## src/rtl/pwm_stream_modulator.sv

```systemverilog
// Streaming PWM modulator: one amplitude sample per PWM symbol,
// one-deep hold buffer, left/centre alignment and underrun tracking.
module pwm_stream_modulator #(
  parameter int CLKS_PER_STEP = 2,
  parameter int PWM_STEPS     = 64,
  parameter int WIDTH         = $clog2(PWM_STEPS + 1),
  parameter bit CENTER        = 1'b0,
  parameter bit UNDERRUN_HOLD = 1'b1
) (
  input  logic             clk,
  input  logic             rst,
  input  logic             enable,
  input  logic [WIDTH-1:0] sample_data,
  input  logic             sample_valid,
  output logic             sample_ready,
  output logic             pwm,
  output logic             symb_tick,
  output logic             underrun,
  output logic [7:0]       underrun_cnt
);

  localparam int PW = (CLKS_PER_STEP > 1) ?
                      $clog2(CLKS_PER_STEP) : 1;
  localparam int SW = $clog2(PWM_STEPS);
  localparam int DW = $clog2(PWM_STEPS + 1);

  localparam logic [PW-1:0] PRE_TC   = PW'(CLKS_PER_STEP - 1);
  localparam logic [SW-1:0] STEP_TC  = SW'(PWM_STEPS - 1);
  localparam logic [DW-1:0] DUTY_MAX = DW'(PWM_STEPS);

  logic [PW-1:0]    pre;
  logic [PW-1:0]    pre_n;
  logic [SW-1:0]    step;
  logic [SW-1:0]    step_n;
  logic             running;
  logic             running_n;
  logic [WIDTH-1:0] hold;
  logic             hold_full;
  logic [DW-1:0]    active_duty;
  logic [DW-1:0]    duty_n;
  logic [DW-1:0]    hold_sat;
  logic [31:0]      hold_w;
  logic             step_tc;
  logic             bnd;
  logic             xfer;
  logic             level_n;

  function automatic logic level(
    input logic [SW-1:0] s,
    input logic [DW-1:0] d
  );
    int unsigned si;
    int unsigned di;
    int unsigned off;
    si  = 32'(s);
    di  = 32'(d);
    off = (32'(PWM_STEPS) - di) >> 1;
    if (CENTER)
      return (si >= off) && (si < off + di);
    else
      return si < di;
  endfunction

  assign hold_w   = 32'(hold);
  assign hold_sat = (hold_w >= 32'(PWM_STEPS)) ?
                    DUTY_MAX : DW'(hold_w);

  assign step_tc = running & (pre == PRE_TC);
  assign bnd     = enable &
                   (~running | (step_tc & (step == STEP_TC)));
  assign xfer    = sample_valid & ~hold_full;

  assign sample_ready = ~hold_full;

  // pwm is registered from next-state counters so that step 0
  // of a new symbol appears together with symb_tick.
  always_comb begin
    pre_n     = pre;
    step_n    = step;
    running_n = running;
    duty_n    = active_duty;
    if (!enable) begin
      pre_n     = '0;
      step_n    = '0;
      running_n = 1'b0;
    end else if (bnd) begin
      pre_n     = '0;
      step_n    = '0;
      running_n = 1'b1;
      if (hold_full)
        duty_n = hold_sat;
      else if (!UNDERRUN_HOLD)
        duty_n = '0;
    end else if (step_tc) begin
      pre_n  = '0;
      step_n = step + 1'b1;
    end else begin
      pre_n = pre + 1'b1;
    end
    level_n = running_n & level(step_n, duty_n);
  end

  always_ff @(posedge clk) begin
    if (rst) begin
      pre          <= '0;
      step         <= '0;
      running      <= 1'b0;
      hold         <= '0;
      hold_full    <= 1'b0;
      active_duty  <= '0;
      pwm          <= 1'b0;
      symb_tick    <= 1'b0;
      underrun     <= 1'b0;
      underrun_cnt <= '0;
    end else begin
      pre         <= pre_n;
      step        <= step_n;
      running     <= running_n;
      active_duty <= duty_n;
      pwm         <= level_n;
      symb_tick   <= bnd;
      underrun    <= bnd & ~hold_full;
      if (bnd & ~hold_full & (underrun_cnt != 8'hff))
        underrun_cnt <= underrun_cnt + 8'd1;
      if (bnd & hold_full) begin
        hold_full <= 1'b0;
      end else if (xfer) begin
        hold      <= sample_data;
        hold_full <= 1'b1;
      end
    end
  end

endmodule
```

## config.mk

```make
export PLATFORM = sky130hd
export DESIGN_NAME = pwm_stream_modulator
export DESIGN_NICKNAME = d
export VERILOG_FILES = /design/src/rtl/pwm_stream_modulator.sv
export SDC_FILE = /design/constraint.sdc
export NUM_CORES = 1
export LEC_CHECK = 0
export ABC_AREA = 1
export BUFFER_PORTS_ARGS = -buffer_cell sky130_fd_sc_hd__buf_2
export CAP_MARGIN = 10
export CORE_MARGIN = 10
export CORE_UTILIZATION = 45
export DETAILED_ROUTE_END_ITERATION = 6
export GPL_TIMING_DRIVEN = 0
export HOLD_SLACK_MARGIN = 0.15
export SYNTH_ARGS = -nofsm -noshare
export SYNTH_HDL_FRONTEND = slang
export SYNTH_SLANG_ARGS = --single-unit
```

## constraint.sdc

```tcl
create_clock -name clk -period 2.2 [get_ports clk]
set_input_delay 0 -clock clk [delete_from_list [all_inputs] [get_ports clk]]
set_output_delay 0 -clock clk [all_outputs]
set_load 0.1 [all_outputs]
```

==> flow_summary.ini <==
[layout]
areaGrowthSynthToFinish_pct = 27.72
layout_common_cells = nand2_1, nor2_1, dfxtp_1
n_antenna_cell = 0
drive_above_1_share = 0.2912
fin_area_mm2 = 0.002127
layout_commonest_cell = nand2_1
fin_util = 0.5899
nets = 278

[route]
ant_nets = 0
finalWirelength_um = 3522
wire_per_inst_um = 11.40
first_pass_iters = 4
drt_iter0_markers = 35
viasPerCell = 4.589
num_vias = 1418
drcViolationCount = 0

[sta]
hold_slack_ns = 0.4473
fin_crit_ns = 2.013
setup_viol = 0
hold_violations = 0
fmax_ghz = 0.4968
slew_violations = 0
min_period_over_period = 0.9149
fin_skew_ns = 0.004845
fin_ws_ns = 0.1873
slew_headroom = 0.5817
worst_pin_slew_ns = 0.6275

[yosys]
synth_area_mm2 = 0.001665
synth_area_per_cell_um2 = 7.674
synth_top_family_by_area = simple AND/OR/NAND/NOR gates
ys_seq_area_frac = 0.4087
synthTopCellsByArea = dfxtp_1, nand2_1, nor2_1
synthCells = 217
yosys_register_bits = 34
synth_xor_area_frac = 0.05785
yosysUniqueCellTypes = 26
synthSimpleGateAreaFrac = 0.3020
syn-num-nets = 235
yosysTopAreaCellShare = 0.4087
synth_fa_ha_area_frac = 0.05259
muxShareOfSynthArea = 0.006011
yosysTopAreaCell = dfxtp_1
yosys_warnings = 0
synth_compound_area_frac = 0.09467

[global_routing]
grt_pass1_wl_um = 6120
antenna_found_initial = 0
grt_overflow = 0
grt_pass1_vias = 1366
grt_start_max_net_pins = 12
grt_use_total = 0.1181

[clocking]
clk_pin_slew_worst_paths_ns = 0.07
cts_tree = built
cts-root-buf = clkbuf_8
cts_made_buffers = 5
insertion_delay_ns = 0.29
htreeDepth = 2
numClockSinks = 34
cts_max_path_buffers = 2

[placed_design]
placed_cell_area_mm2 = 0.001839
dp_hpwl_um = 2546
gp_congestion = 0.7460
io_buffers = 22
place_ws_ns = -0.06070

[outcome]
status = completed

[worst_setup_path]
required_ns = 2.43
path_max_fanout = 10
cp_top_family = simple AND/OR/NAND/NOR gates
arrival_ns = 2.24
cp-start-kind = flop
crit_path_cell_trace = ha_4, nand2_1, nor2_2, nand2_1, nand2_2, nor2_1, bufinv_8, nor2_2, ha_4, a21oi_2, nor2_1, o21ai_1, nand2_1, a21oi_2
cpMaxStageDelayCell = dfxtp_4
path_common_cell = nand2_1
worstSetupPathType = flop to flop
path_buf_inv = 1
cp_slowest_stage_delay_ns = 0.36
crit_path_end_kind = flop

[die]
pin_count = 23
initial_utilization = 0.4618
die_h_um = 80.84
dieWidth_um = 80.84
dieArea_mm2 = 0.006534
fp-row-count = 22
placeableCoreArea_mm2 = 0.003606

[worst_hold_path]
hp-class = flop to flop

[pwr]
power_density_mw_per_mm2 = 634.3
ir_worst_vdd_uv = 347.4
power_mw = 1.349
leakagePower_nw = 0.9498

[job]
maxCapViolations = 0
[path summary, 6_finish.rpt]
check | startpoint | to | slack [ns] | depth (start not counted)
hold / removal | pre | pre | 0.45 | 1
setup reg to reg | step[0] | pwm | 0.19 | 14
hold reg to reg | pre | pre | 0.45 | 1
setup / recovery | step[0] | pwm | 0.19 | 14
[sequential cells by signal (all words and copies together), names as in the netlist]
name          count
underrun_cnt      8
step              6
hold              7
pwm               1
underrun          1
hold_full         1
pre               1
symb_tick         1
running           1
active_duty       7
[cell families after synthesis]
family | count (synthesis)
AOI/OAI and AO/OA | 25
DFF | 34
muxes | 1
buffers and inverters | 28
xor gates and xnor gates | 11
adders and majority gates | 7
and+or+nand+nor | 111
[power breakdown]
group | leakage, nW | internal (mW) | total (mW) | switching [mW]
logic | 0.624 | 0.0648 | 0.215 | 0.150
clock network | 0.0472 | 0.251 | 0.484 | 0.233
registers | 0.279 | 0.638 | 0.651 | 0.0127
total | 0.950 | 0.954 | 1.35 | 0.395
[per-stage QoR]
step / cells / TNS [ns]
finish: 309 / 0
global route: 309 / -0.002189
CTS: 305 / 0
detailed placement: 287 / -0.06070
global placement: 287 / -0.06090
floorplan: 217 / 0
[cell type report]
| type | instances | area, um2 |
|---|---|---|
| Timing Repair Buffer | 36 | 240.2 |
| Sequential cell | 34 | 685.7 |
| Buffer | 3 | 18.77 |
| Multi-Input combinational cell | 155 | 895.9 |
| Fill cell | 355 | 1479 |
| Tap cell | 48 | 60.06 |
| Clock inverter | 2 | 12.51 |
| Clock buffer | 6 | 82.58 |
| Inverter | 25 | 131.4 |
[what timing repair did]
item                                    4_1_cts  5_1_grt
hold buffers                                 10        0
buffers inserted                              0        4
hold endpoints to repair                     16        0
resized for setup                             1       13
pin swaps                                     0        6
endpoints found under the setup margin        1        1
[per-layer routing]
layer	vias to the layer above	routed length (um)	part of all wire	global-route usage
met1	621	1670	0.47	0.1432
li1	772	-	-	-
met3	6	208	0.059	0.04857
met5	-	0	0	0
met2	19	1592	0.45	0.1847
met4	0	51	0.014	0.04152
[synthesized netlist by cell type]
| library cell | number |
|---|---|
| nand2_1 | 43 |
| nor2_1 | 35 |
| dfxtp_1 | 34 |
| inv_1 | 16 |
| o21ai_0 | 10 |
| nand3_1 | 9 |
| a21oi_2 | 7 |
| ha_1 | 7 |
| nand2_2 | 7 |
| nor3_1 | 7 |
| a21oi_1 | 6 |
| inv_2 | 6 |
| nor2_2 | 6 |
| xor2_1 | 6 |
| xnor2_1 | 5 |
| buf_1 | 2 |
| nand2_4 | 2 |
| a41oi_1 | 1 |
| buf_6 | 1 |
| clkinv_1 | 1 |
| clkinv_4 | 1 |
| clkinv_8 | 1 |
| mux2i_1 | 1 |
| nand4_1 | 1 |
| nor2_8 | 1 |
| o211ai_1 | 1 |
[worst register-to-register path: cells and delay by family, from the launching register on]
kind | cells | cell delay, ns
AND/OR/NAND/NOR | 8 | 0.67
adder cells (fa/ha/maj) | 2 | 0.39
flip-flops | 1 | 0.36
AO/OA/AOI/OAI | 3 | 0.32
buffers and inverters | 1 | 0.23
Power figures use the tool's default switching activity.
